===== src/rtl/cpu_run_ctrl_if.sv =====
// Program-load stream between a loader (master) and the run controller (slave).
interface cpu_run_ctrl_if;
  logic        ld_valid;
  logic        ld_ready;
  logic [31:0] ld_data;
  logic        ld_last;

  modport master (output ld_valid, output ld_data, output ld_last, input ld_ready);
  modport slave  (input ld_valid, input ld_data, input ld_last, output ld_ready);
endinterface


===== src/rtl/cpu_run_ctrl.sv =====
// Loads a program into a local instruction store, then runs a CPU against it
// until the PC leaves the program (plus a pipeline drain) or a cycle limit hits.
module cpu_run_ctrl #(
  parameter int NMEM      = 64,
  parameter int AW        = $clog2(NMEM),
  parameter int DRAIN_CYC = 4,
  parameter int CYC_W     = 16
) (
  input  logic               clk,
  input  logic               reset,
  input  logic               load_start,
  cpu_run_ctrl_if.slave      ld,
  input  logic               run_start,
  input  logic [CYC_W-1:0]   cycle_limit,
  input  logic [31:0]        pc,
  output logic [31:0]        inst,
  output logic               cpu_reset,
  output logic               busy,
  output logic               done,
  output logic               timeout,
  output logic [CYC_W-1:0]   cycles,
  output logic [AW:0]        prog_len
);

  localparam int DW = (DRAIN_CYC > 1) ? $clog2(DRAIN_CYC) : 1;

  typedef enum logic [2:0] {IDLE, LOAD, RUN, DRAIN, DONE} state_t;

  state_t          state;
  logic            ld_ready_q;
  logic [DW-1:0]   drain_cnt;
  logic [31:0]     mem [NMEM];

  logic            transfer;
  logic            pc_in_prog;
  logic            executing;
  logic [CYC_W:0]  cycles_inc;
  logic            hit_limit;
  logic [CYC_W-1:0] cycles_next;
  logic            unused_pc;

  assign ld.ld_ready  = ld_ready_q;
  assign transfer     = ld.ld_valid && ld_ready_q;
  assign pc_in_prog   = pc[31:2] < 30'(prog_len);
  assign executing    = (state == RUN) || (state == DRAIN);
  assign cycles_inc   = {1'b0, cycles} + (CYC_W+1)'(1);
  assign hit_limit    = (cycle_limit != '0) && (cycles_inc >= {1'b0, cycle_limit});
  assign cycles_next  = cycles_inc[CYC_W] ? cycles : cycles_inc[CYC_W-1:0];
  assign unused_pc    = ^pc[1:0];

  // Words beyond prog_len read as NOP even though stale contents remain in mem.
  assign inst = (executing && pc_in_prog) ? mem[pc[AW+1:2]] : 32'h0000_0000;

  always_ff @(posedge clk) begin
    if (transfer) begin
      mem[prog_len[AW-1:0]] <= ld.ld_data;
    end
  end

  always_ff @(posedge clk or posedge reset) begin
    if (reset) begin
      state      <= IDLE;
      cpu_reset  <= 1'b1;
      ld_ready_q <= 1'b0;
      busy       <= 1'b0;
      done       <= 1'b0;
      timeout    <= 1'b0;
      cycles     <= '0;
      prog_len   <= '0;
      drain_cnt  <= '0;
    end else begin
      case (state)
        IDLE: begin
          if (load_start) begin
            state      <= LOAD;
            prog_len   <= '0;
            ld_ready_q <= 1'b1;
            busy       <= 1'b1;
          end else if (run_start && prog_len != '0) begin
            state     <= RUN;
            cpu_reset <= 1'b0;
            busy      <= 1'b1;
            cycles    <= '0;
          end
        end

        LOAD: begin
          if (transfer) begin
            prog_len <= prog_len + (AW+1)'(1);
            if (ld.ld_last || prog_len == (AW+1)'(NMEM-1)) begin
              state      <= IDLE;
              ld_ready_q <= 1'b0;
              busy       <= 1'b0;
            end
          end
        end

        RUN: begin
          cycles <= cycles_next;
          if (hit_limit) begin
            state     <= DONE;
            timeout   <= 1'b1;
            done      <= 1'b1;
            busy      <= 1'b0;
            cpu_reset <= 1'b1;
          end else if (!pc_in_prog) begin
            state     <= DRAIN;
            drain_cnt <= DW'(DRAIN_CYC-1);
          end
        end

        // A branch back into the program resumes RUN; the timeout still wins.
        DRAIN: begin
          cycles <= cycles_next;
          if (hit_limit) begin
            state     <= DONE;
            timeout   <= 1'b1;
            done      <= 1'b1;
            busy      <= 1'b0;
            cpu_reset <= 1'b1;
          end else if (pc_in_prog) begin
            state <= RUN;
          end else if (drain_cnt == '0) begin
            state     <= DONE;
            done      <= 1'b1;
            busy      <= 1'b0;
            cpu_reset <= 1'b1;
          end else begin
            drain_cnt <= drain_cnt - DW'(1);
          end
        end

        DONE: begin
          if (load_start) begin
            state      <= LOAD;
            prog_len   <= '0;
            ld_ready_q <= 1'b1;
            busy       <= 1'b1;
            done       <= 1'b0;
          end else if (run_start) begin
            state     <= RUN;
            cpu_reset <= 1'b0;
            busy      <= 1'b1;
            done      <= 1'b0;
            timeout   <= 1'b0;
            cycles    <= '0;
          end
        end

        default: begin
          state      <= IDLE;
          cpu_reset  <= 1'b1;
          ld_ready_q <= 1'b0;
          busy       <= 1'b0;
          done       <= 1'b0;
        end
      endcase
    end
  end

endmodule


===== src/flat_wrapper.sv =====
// flat-port wrapper written by rule: the top's interface ports become plain ports
module cpu_run_ctrl_flat 
#(
  parameter int NMEM      = 64,
  parameter int AW        = $clog2(NMEM),
  parameter int DRAIN_CYC = 4,
  parameter int CYC_W     = 16
)
  (clk, reset, load_start, run_start, cycle_limit, pc, inst, cpu_reset, busy, done, timeout, cycles, prog_len, ld_ld_valid, ld_ld_data, ld_ld_last, ld_ld_ready);
  cpu_run_ctrl_if ld_i ();
  input  logic clk;
  input  logic reset;
  input  logic load_start;
  input  logic run_start;
  input  logic [CYC_W-1:0] cycle_limit;
  input  logic [31:0] pc;
  output logic [31:0] inst;
  output logic cpu_reset;
  output logic busy;
  output logic done;
  output logic timeout;
  output logic [CYC_W-1:0] cycles;
  output logic [AW:0] prog_len;
  input wire logic [$bits(ld_i.ld_valid)-1:0] ld_ld_valid;
  input wire logic [$bits(ld_i.ld_data)-1:0] ld_ld_data;
  input wire logic [$bits(ld_i.ld_last)-1:0] ld_ld_last;
  output wire logic [$bits(ld_i.ld_ready)-1:0] ld_ld_ready;
  assign ld_i.ld_valid = ld_ld_valid;
  assign ld_i.ld_data = ld_ld_data;
  assign ld_i.ld_last = ld_ld_last;
  assign ld_ld_ready = ld_i.ld_ready;
  cpu_run_ctrl #(.NMEM(NMEM), .AW(AW), .DRAIN_CYC(DRAIN_CYC), .CYC_W(CYC_W)) u_core (.clk(clk), .reset(reset), .load_start(load_start), .ld(ld_i), .run_start(run_start), .cycle_limit(cycle_limit), .pc(pc), .inst(inst), .cpu_reset(cpu_reset), .busy(busy), .done(done), .timeout(timeout), .cycles(cycles), .prog_len(prog_len));
endmodule

===== config.mk =====
export PLATFORM = sky130hd
export DESIGN_NAME = cpu_run_ctrl_flat
export DESIGN_NICKNAME = d
export VERILOG_FILES = /design/src/rtl/cpu_run_ctrl_if.sv /design/src/rtl/cpu_run_ctrl.sv /design/src/flat_wrapper.sv
export SDC_FILE = /design/constraint.sdc
export NUM_CORES = 2
export LEC_CHECK = 0
export BUFFER_PORTS_ARGS = -buffer_cell sky130_fd_sc_hd__buf_2
export CORE_MARGIN = 10
export CORE_UTILIZATION = 45
export DETAILED_ROUTE_END_ITERATION = 12
export GPL_TIMING_DRIVEN = 1
export PLACE_DENSITY = 0.74
export REMOVE_ABC_BUFFERS = 1
export SYNTH_ARGS = -nofsm -noshare
export SYNTH_HDL_FRONTEND = slang
export SYNTH_SLANG_ARGS = --single-unit

===== constraint.sdc =====
create_clock -name clk -period 4.15 [get_ports clk]
set_input_delay 0.415 -clock clk [delete_from_list [all_inputs] [get_ports clk]]
set_output_delay 0.415 -clock clk [all_outputs]
set_load 0.03 [all_outputs]

==> qor.txt <==
Detailed Place HPWL: 110000 um
Setup-failing EPs final: 0
CTS Buf Count: 198
GRT overflow: 0
DR WL/cell: 33.2 um
DRC Markers: 0
H-tree levels: 4
max_slew headroom: 12.6%
initial DRC count: 5632
total die area: 196000 um^2
Post-Synthesis Cells: 3374
pwr dens: 481 nW/um^2
sequential-to-total area share from yosys stat: 77.4%
DRT Pass-1 Iters: 5
commonest non-fill, non-tap cell in the layout: edfxtp_1
Max Clk Rate: 247 MHz
CP required: 3.73 ns
via count: 39600
final non-filler cell total: 6297
CP max stage delay: 0.57 ns
Post-Synthesis Cell Area: 80600 um^2
area grow syn2layout: 14.9%
Worst-Margin Slew: 1.31 ns
Critical-path top delay cell: a211oi_1
CP Cell Sequence: inv_1 > ha_1 > a21o_1 > a211oi_2 > o21a_2 > nand2_8 > a211oi_1 > buf_4 > buf_2
Clock Pin Slew Worst Setup and Hold Paths: 0.06 ns
Seq cells post-synth: 2081
most frequent cells in the layout: edfxtp_1, mux4_2, clkbuf_16
Setup crit end kind: output port
port bufs: 143
worst path buffer plus inverter count: 3
WL final: 209000 um
Final Max Slew Viols: 0
Hold Fails Final Rpt: 0
Initial Utilization: 45.2%
Crit path max-delay family: compound AO/OA/AOI/OAI gates
gpl congestion: 0.809
P_leak: 29.2 nW
VDD IR-drop max: 0.343 mV
share of layout cells above drive strength 1: 35.1%
# nets final: 3883
Max Buffers Root-to-Sink: 3
post-route ant nets: 0
final worst path period need: 4.05 ns
clk sink count: 2081
Finished Core Util: 51.9%
initial antenna violation count: 17
largest net degree at the start of global routing: 68
vias in the first global route: 40000
Root Buffer: clkbuf_16
Synth cell types: 56
chip width: 443 um
most frequently used flop master after synthesis: edfxtp_1
status: complete, no violations
row cnt: 155
global-route wire length before repair: 298000 um
placed cells: 5920
FFs w/ async S/R, synth: 1.59%
DR vias/cell: 6.29
number of synthesized flops with an enable pin: 2048
Final Cycle Share: 97.7%
CP Max Fanout: 14
GRT Total Usage: 21.0%
area of the core: 178000 um^2
Top Ports: 146
maxcap violations: 0
CP startpoint kind: flop
Mean Syn Cell Area: 23.9 um^2
Die Span Y: 443 um
worst skew pair latency: 0.84 ns
yosys warns: 0
Clock Skew: 0.0268 ns
critical path start-end classification: reg2out
min-delay worst type: in2reg
Worst Path Arrival: 3.64 ns
TritonCTS clock tree: done
flop-to-flop setup slack: 0.25 ns
[report_power, final]
group | total (mW) | switching, mW | internal, mW | leakage, nW
clock | 17.7 | 7.65 | 10.1 | 3.09
sequential | 23.6 | 0.177 | 23.4 | 18.8
combinational | 3.17 | 1.96 | 1.22 | 7.28
[through the flow]
| step | setup slack [ns] | hold WS, ns | TNS [ns] | power, mW | instance area [um^2] |
|---|---|---|---|---|---|
| after floorplan | -0.512 | 0.450 | -16.47 | 25.5 | 79700 |
| after global routing | -0.0633 | 0.0852 | -0.0633 | 45.7 | 92500 |
| final | 0.0955 | 0.0837 | 0 | 44.5 | 92500 |
| after global placement | 0.245 | 0.477 | 0 | 27.0 | 86000 |
| after detailed placement | 0.255 | 0.482 | 0 | 27.1 | 86000 |
| after CTS | 0.0451 | 0.0315 | 0 | 44.7 | 92500 |
[area by class of cell]
| cell class | instances | area, um^2 |
|---|---|---|
| multi-input cells | 1085 | 17800 |
| clock buffers | 235 | 5180 |
| well taps | 2355 | 2950 |
| fillers | 13000 | 85700 |
| diodes | 8 | 20.0 |
| clock inverters | 128 | 1180 |
| inverters | 31 | 116 |
| repair buffers | 374 | 2930 |
| flip-flops and latches | 2081 | 62300 |
[kinds of logic (layout without fill, tap and decap cells)]
logic type	count (synthesis)	count (layout)	synth area share, %
compound gates	127	127	1.11
mux	673	673	18.3
simple gates	242	242	1.46
xor+xnor	17	17	0.185
buf+inv	208	768	1.17
flops	2081	2081	77.4
fa+ha+maj	26	26	0.404
other cells	0	8	0
[routing by layer]
layer | global-route usage, % | part of all wire, % | vias up
li1 | - | - | 15400
met1 | 27.7 | 36 | 21000
met2 | 34.0 | 49 | 2725
met3 | 3.88 | 9.7 | 482
met4 | 9.92 | 5.2 | 4
met5 | 0 | 0.015 | -
[path summary, 6_finish.rpt]
check                                               start                               to  depth (start not counted)
max                        u_core.prog_len[1]$_DFFE_PP0P_                         inst[21]                          9
min                                            ld_ld_last   u_core.ld.ld_ready$_DFFE_PP0P_                          4
max reg2reg                  u_core.cycles[0]$_DFFE_PP0P_  u_core.drain_cnt[1]$_DFFE_PP0P_                         14
min reg2reg                    u_core.timeout$_DFFE_PP0P_       u_core.timeout$_DFFE_PP0P_                          1
max in group asynchronous                           reset   u_core.prog_len[2]$_DFFE_PP0P_                          4
min in group asynchronous                           reset    u_core.cycles[15]$_DFFE_PP0P_                          4
[sequential cells by signal, summed over array words and instances, names as in the netlist]
signal	count
u_core.state	3
u_core.cycles	16
u_core.busy	1
u_core.mem	2048
u_core.timeout	1
u_core.drain_cnt	2
u_core.done	1
u_core.cpu_reset	1
u_core.prog_len	7
u_core.ld.ld_ready	1
[repair_timing]
action	CTS	global route
resized for setup	12	2
buffers inserted	0	3
endpoints found under the setup margin	32	20
hold endpoints to repair	35	0
hold buffers	3	0
[cell usage after synthesis (7+ instances only)]
cell | instances | share of area [%]
xnor2_1 | 13 | 0.14
nor4_1 | 12 | 0.093
nand3_1 | 37 | 0.23
clkbuf_1 | 90 | 0.42
a211oi_1 | 62 | 0.58
nor2b_1 | 28 | 0.22
nand4_1 | 9 | 0.070
mux4_2 | 640 | 18
o21ai_1 | 14 | 0.087
dfrtp_1 | 32 | 0.99
inv_1 | 29 | 0.14
nand2_1 | 32 | 0.15
ha_1 | 26 | 0.40
edfxtp_1 | 2048 | 76
buf_1 | 14 | 0.065
a21oi_1 | 8 | 0.050
mux2i_1 | 32 | 0.40
buf_4 | 12 | 0.11
buf_2 | 54 | 0.34
nor2_1 | 87 | 0.41
buf_6 | 7 | 0.098
and3_1 | 10 | 0.078
nor3_1 | 7 | 0.043
[worst reg2reg max path, cell delays in order (launching register included)]
cell,delay (ns)
dfrtp_1,0.44
ha_1,0.28
and4_1,0.29
and3_1,0.25
nand2_1,0.09
xnor2_1,0.20
ha_1,0.27
and3_1,0.16
a221o_1,0.34
a221oi_1,0.27
o211ai_1,0.16
a21oi_2,0.19
buf_4,0.29
nor3b_1,0.37
a31oi_1,0.16
Note: power is estimated with default switching activity, not from simulation.
